$ cat src/rtl/axi_slv_rd_ctrl.sv
// ---------------------------------------------------------------------------
// axi_slv_rd_ctrl
//   AXI4 slave-side read controller. Accepts one AR burst at a time and
//   breaks it into single-beat reads of a synchronous SRAM-style port,
//   returning one R beat per memory read (FIXED / INCR / WRAP addressing).
//   Illegal bursts (reserved burst type, oversize beat, bad WRAP length)
//   still return len+1 beats, all SLVERR, without touching memory.
//
// Ports
//   clk, rst                 clock, synchronous active-high reset
//   axi_slv_ar*              AR channel (valid/ready, id, addr, len, size, burst)
//   axi_slv_r*               R channel (valid/ready, id, data, resp, last)
//   mem_rd_en / mem_rd_addr  one-cycle read strobe and byte address per beat
//   mem_rd_data              read data, valid the cycle after mem_rd_en and
//                            held until the next mem_rd_en
// ---------------------------------------------------------------------------
module axi_slv_rd_ctrl #(
    parameter int unsigned ID_W   = 4,
    parameter int unsigned ADDR_W = 32,
    parameter int unsigned DATA_W = 32,
    parameter int unsigned LEN_W  = 8
) (
    input  logic              clk,
    input  logic              rst,
    input  logic              axi_slv_arvalid,
    output logic              axi_slv_arready,
    input  logic [ID_W-1:0]   axi_slv_arid,
    input  logic [ADDR_W-1:0] axi_slv_araddr,
    input  logic [LEN_W-1:0]  axi_slv_arlen,
    input  logic [2:0]        axi_slv_arsize,
    input  logic [1:0]        axi_slv_arburst,
    output logic              axi_slv_rvalid,
    input  logic              axi_slv_rready,
    output logic [ID_W-1:0]   axi_slv_rid,
    output logic [DATA_W-1:0] axi_slv_rdata,
    output logic [1:0]        axi_slv_rresp,
    output logic              axi_slv_rlast,
    output logic              mem_rd_en,
    output logic [ADDR_W-1:0] mem_rd_addr,
    input  logic [DATA_W-1:0] mem_rd_data
);

    localparam logic [2:0] MAX_SIZE = 3'($clog2(DATA_W / 8));

    typedef enum logic [1:0] {
        ST_IDLE,
        ST_RD,
        ST_RESP
    } state_t;

    state_t            r_state;
    state_t            w_state_nxt;

    logic [ID_W-1:0]   r_id;
    logic [ADDR_W-1:0] r_addr;
    logic [LEN_W-1:0]  r_len;
    logic [2:0]        r_size;
    logic [1:0]        r_burst;
    logic              r_err;
    logic [LEN_W-1:0]  r_beat_cnt;

    logic              w_ar_hs;
    logic              w_beat_hs;
    logic              w_last;
    logic              w_ar_err;
    logic              w_wrap_len_ok;

    logic [ADDR_W-1:0] w_bytes;
    logic [ADDR_W-1:0] w_aligned;
    logic [ADDR_W-1:0] w_incr_addr;
    logic [ADDR_W-1:0] w_wrap_mask;
    logic [ADDR_W-1:0] w_wrap_addr;
    logic [ADDR_W-1:0] w_addr_nxt;

    // ------------------------------------------------------------------
    // Burst legality, evaluated on the incoming AR fields
    // ------------------------------------------------------------------
    assign w_wrap_len_ok = (axi_slv_arlen == LEN_W'(1))  ||
                           (axi_slv_arlen == LEN_W'(3))  ||
                           (axi_slv_arlen == LEN_W'(7))  ||
                           (axi_slv_arlen == LEN_W'(15));

    assign w_ar_err = (axi_slv_arburst == 2'b11) ||
                      (axi_slv_arsize > MAX_SIZE) ||
                      ((axi_slv_arburst == 2'b10) && !w_wrap_len_ok);

    // ------------------------------------------------------------------
    // Next beat address
    // ------------------------------------------------------------------
    assign w_bytes     = ADDR_W'(1) << r_size;
    assign w_aligned   = r_addr & ~(w_bytes - ADDR_W'(1));
    assign w_incr_addr = w_aligned + w_bytes;

    // WRAP lengths are 2/4/8/16 beats, so the wrap span bytes*(len+1) is a
    // power of two and can be formed with a shift.
    assign w_wrap_mask = ((ADDR_W'(r_len) + ADDR_W'(1)) << r_size) - ADDR_W'(1);
    assign w_wrap_addr = (r_addr & ~w_wrap_mask) | (w_incr_addr & w_wrap_mask);

    always_comb begin
        w_addr_nxt = r_addr;
        case (r_burst)
            2'b01:   w_addr_nxt = w_incr_addr;
            2'b10:   w_addr_nxt = w_wrap_addr;
            default: w_addr_nxt = r_addr;
        endcase
    end

    assign w_last    = (r_beat_cnt == r_len);
    assign w_ar_hs   = axi_slv_arvalid & axi_slv_arready;
    assign w_beat_hs = axi_slv_rvalid & axi_slv_rready;

    // ------------------------------------------------------------------
    // State and burst context registers
    // ------------------------------------------------------------------
    always_ff @(posedge clk) begin
        if (rst) begin
            r_state    <= ST_IDLE;
            r_id       <= '0;
            r_addr     <= '0;
            r_len      <= '0;
            r_size     <= '0;
            r_burst    <= '0;
            r_err      <= 1'b0;
            r_beat_cnt <= '0;
        end else begin
            r_state <= w_state_nxt;
            if ((r_state == ST_IDLE) && w_ar_hs) begin
                r_id       <= axi_slv_arid;
                r_addr     <= axi_slv_araddr;
                r_len      <= axi_slv_arlen;
                r_size     <= axi_slv_arsize;
                r_burst    <= axi_slv_arburst;
                r_err      <= w_ar_err;
                r_beat_cnt <= '0;
            end
            if ((r_state == ST_RESP) && w_beat_hs && !w_last) begin
                r_beat_cnt <= r_beat_cnt + LEN_W'(1);
                r_addr     <= w_addr_nxt;
            end
        end
    end

    // ------------------------------------------------------------------
    // Next state and channel outputs
    // ------------------------------------------------------------------
    always_comb begin
        w_state_nxt     = r_state;
        axi_slv_arready = 1'b0;
        axi_slv_rvalid  = 1'b0;
        axi_slv_rlast   = 1'b0;
        axi_slv_rresp   = 2'b00;
        mem_rd_en       = 1'b0;
        case (r_state)
            ST_IDLE: begin
                // Held low while reset is asserted so no AR is taken then.
                axi_slv_arready = ~rst;
                if (axi_slv_arvalid && !rst) begin
                    w_state_nxt = ST_RD;
                end
            end
            ST_RD: begin
                mem_rd_en   = ~r_err;
                w_state_nxt = ST_RESP;
            end
            ST_RESP: begin
                axi_slv_rvalid = 1'b1;
                axi_slv_rlast  = w_last;
                axi_slv_rresp  = r_err ? 2'b10 : 2'b00;
                if (axi_slv_rready) begin
                    w_state_nxt = w_last ? ST_IDLE : ST_RD;
                end
            end
            default: w_state_nxt = ST_IDLE;
        endcase
    end

    // Memory holds its data until the next strobe, and no strobe is issued
    // in RESP, so rdata stays stable under backpressure without a register.
    assign axi_slv_rdata = ((r_state == ST_RESP) && !r_err) ? mem_rd_data : '0;
    assign axi_slv_rid   = r_id;
    assign mem_rd_addr   = r_addr;

endmodule

$ cat config.mk
export PLATFORM = sky130hd
export DESIGN_NAME = axi_slv_rd_ctrl
export DESIGN_NICKNAME = d
export VERILOG_FILES = /design/src/rtl/axi_slv_rd_ctrl.sv
export SDC_FILE = /design/constraint.sdc
export NUM_CORES = 1
export LEC_CHECK = 0
export CAP_MARGIN = 25
export CORE_MARGIN = 8
export CORE_UTILIZATION = 50
export CTS_BUF_LIST = sky130_fd_sc_hd__clkbuf_2 sky130_fd_sc_hd__clkbuf_4 sky130_fd_sc_hd__clkbuf_8
export DETAILED_ROUTE_END_ITERATION = 8
export HOLD_SLACK_MARGIN = 0.15
export PLACE_DENSITY_LB_ADDON = 0.15
export SLEW_MARGIN = 20
export SYNTH_ARGS = -nofsm -noshare
export SYNTH_HDL_FRONTEND = slang
export SYNTH_SLANG_ARGS = --single-unit
$ cat constraint.sdc
create_clock -name clk -period 3.84 [get_ports clk]
set_input_delay 0.768 -clock clk [delete_from_list [all_inputs] [get_ports clk]]
set_output_delay 0.768 -clock clk [all_outputs]
set_load 0.02 [all_outputs]
==> metrics.csv <==
stage,metric,value,unit
route,drt via density,6.22,
critical_path,reg2reg start,r_len[1],
critical_path,Crit path max-delay family,compound AO/OA/AOI/OAI gates,
finish,layout cells sized above 1,0.0786,
worst_hold_path,Tightest Hold Check Type,reg -> reg,
yosys,dominant cells by area after synthesis,"dfxtp_1 22%, nand2_1 7.1%, and2_1 5.0%",
pwr,P_sw,777,uW
global_route,GRT Total Usage,0.274,
route,via count,6384,
route,drt first pass iters,6,
critical_path,Worst EP required,4140,ps
critical_path,Critical Path AT,3880,ps
yosys,sequential area share after synthesis,0.225,
clocking,CTS Sinks,60,
floorplan,Core Area,10400,sq um
sta,Post-Route Setup TNS,0,ps
finish,layout net count,980,
yosys,"Distinct cells, synth",86,
clocking,CTS H-tree lvls,3,
clocking,Hold Buf Count CTS,0,
sta,post-route minimum period,3580,ps
yosys,Avg Inst Size Synth,7.19,sq um
critical_path,crit path cell chain,"ha_1, and3_1, mux2i_1, a21oi_1, o41ai_4, o2111ai_4, nor4b_4, a21boi_1, o41ai_1, a22o_1",
floorplan,DIE WIDTH,119,um
yosys,cells after synthesis,744,
critical_path,critical path peak fanout,8,
global_route,first-pass GRT wire length,32.5,mm
sta,Highest Clock Rate,0.279,GHz
clocking,CTS tree,built,
clocking,Setup Buffers After CTS,0,
critical_path,Setup crit start kind,register,
pwr,Internal,1310,uW
placement,Setup WS pre-CTS,295,ps
floorplan,Starting Density,0.516,
sta,final setup fails,0,
yosys,Synth top area share,0.225,
yosys,number of synthesized flops with an enable pin,0,
placement,detailed placer's ending HPWL,15.2,mm
global_route,initial antenna violation count,0,
yosys,synthesized area,5350,sq um
sta,clk_skew,12.7,ps
sta,Hold Worst Slack,465,ps
critical_path,Buf/Inv on CP,0,
route,number of routed nets with antenna violations,0,
floorplan,die area,14300,sq um
yosys,ys flop type,dfxtp_1,
pwr,Comb pwr share,0.362,
critical_path,CP max-delay cell,dfxtp_1,
pwr,worst vdd ir,0.224,mV
sta,crit share post-route,0.934,
clocking,CTS buffer count,9,
clocking,Clock Path Buffers,2,
placement,port bufs,157,
global_route,largest net degree at the start of global routing,51,
floorplan,row count,37,
yosys,most common cell in the netlist,nand2_1,
clocking,Root Driver,clkbuf_8,
worst_hold_path,HP Start,axi_slv_rid[1],
finish,Antenna Cells,0,
yosys,"area leader, netlist",dfxtp_1,
run_status,outcome,"complete, no violations",
pwr,Switching Share,0.372,
yosys,yosys warns,0,
route,Post-route DRC,0,
route,Initial DRC Count,741,
pwr,Clk pwr share,0.289,
clocking,"Clk pin slew, worst setup/hold paths",80,ps
sta,RSZ-0062 raised after global routing,no,
clocking,post_cts resized,0,
yosys,asr flop ratio synth,0,
floorplan,I/O pin cnt,159,
yosys,synth cell count leaders,"101 x nand2_1, 60 x dfxtp_1, 58 x nor2_1, 47 x a21oi_1, 45 x o21ai_0",
sta,Slew @ Worst Pin,686,ps
run,maxcap violations,0,
finish,synth-to-layout area growth,35.8,%
sta,Max Slew Vio Count,0,
pwr,Flop pwr share,0.348,
sta,final hold violation count,0,
route,WL/cell,19.6,um
pwr,Leakage,0.00263,uW
pwr,PD cells,288,nW/um^2
critical_path,WS Path Type,reg -> reg,
critical_path,Critical Path Max Stage Delay,510,ps
yosys,syn nets,838,
sta,setup ws final,255,ps
clocking,worst skew pair latency,350,ps
sta,Slew headroom,0.539,
route,final WL,20.2,mm
yosys,Yosys reg bits,60,
global_route,remaining global-route overflow,0,
critical_path,FF-to-FF path depth,10,
worst_hold_path,Hold EP,axi_slv_rid[1],
critical_path,r2r setup slk,260,ps
worst_hold_path,hold depth,2,
floorplan,die height,119,um
placement,RD Place Congestion,0.937,
critical_path,Worst Setup End Kind,register,
global_route,vias in the first global route,6289,
==> per-layer routing <==
metal	track usage	wire length, um	up-vias
met1	0.336	8150	3017
li1	-	-	3017
met4	0.104	437	0
met3	0.0472	1500	44
met2	0.469	10100	306
met5	0	0	-
==> worst reg2reg max path, cell delays in order, from the launching register on <==
cell,delay [ps]
dfxtp_1,510
ha_1,260
and3_1,330
mux2i_1,270
a21oi_1,150
o41ai_4,430
o2111ai_4,270
nor4b_4,460
a21boi_1,240
o41ai_1,430
a22o_1,200
==> cell families after synthesis <==
| family | count (synthesis) | synth area share |
|---|---|---|
| adders and majority gates | 9 | 0.0211 |
| xor gates and xnor gates | 32 | 0.0566 |
| DFF | 60 | 0.225 |
| muxes | 14 | 0.0274 |
| and+or+nand+nor | 317 | 0.298 |
| buffers and inverters | 75 | 0.0599 |
| AOI/OAI and AO/OA | 236 | 0.312 |
| other | 1 | 0.000701 |
==> layout by cell type, fill, tap and decap left out, drive strengths merged, types with 22 or more instances in the layout <==
master,instances
clkdlybuf4s50,156
nand2,101
dfxtp,60
nor2,58
a21oi,47
o21ai,47
and2,43
buf,31
nand3,23
nor3,23
o31ai,22
==> power groups by stage <==
stage | sequential [uW] | combinational [uW] | clock, uW
finish | 728 | 757 | 605
global route | 734 | 816 | 631
CTS | 725 | 752 | 601
detailed placement | 739 | 747 | 0
global placement | 736 | 735 | 0
floorplan | 746 | 428 | 0
==> final cells by class <==
type	instances	area, sq um
repair buffers	187	1790
well taps	136	170
clock buffers	9	124
clock inverters	7	75.1
fillers	866	3110
multi-input cells	609	3830
inverters	19	71.3
flip-flops and latches	60	1200
==> worst max-delay path by stage <==
stage,start,end,slack [ps],cells past startpoint
detailed placement,r_len[1],register,290,10
CTS,r_len[1],register,260,10
global placement,r_len[1],register,480,12
floorplan,r_size[0],register,500,15
global route,r_len[1],register,10,13
finish,r_len[1],register,260,10
==> per-stage QoR <==
step | instance area, sq um | util | total power, uW | std cells
2_1_floorplan | 5350 | - | 1170 | 744
4_1_cts | 7260 | 0.700 | 2080 | 1027
5_1_grt | 7260 | 0.700 | 2180 | 1027
3_3_place_gp | 7060 | 0.681 | 1470 | 1011
3_5_place_dp | 7060 | 0.681 | 1490 | 1011
6_report | 7260 | 0.700 | 2090 | 1027
Power figures use the tool's default switching activity.
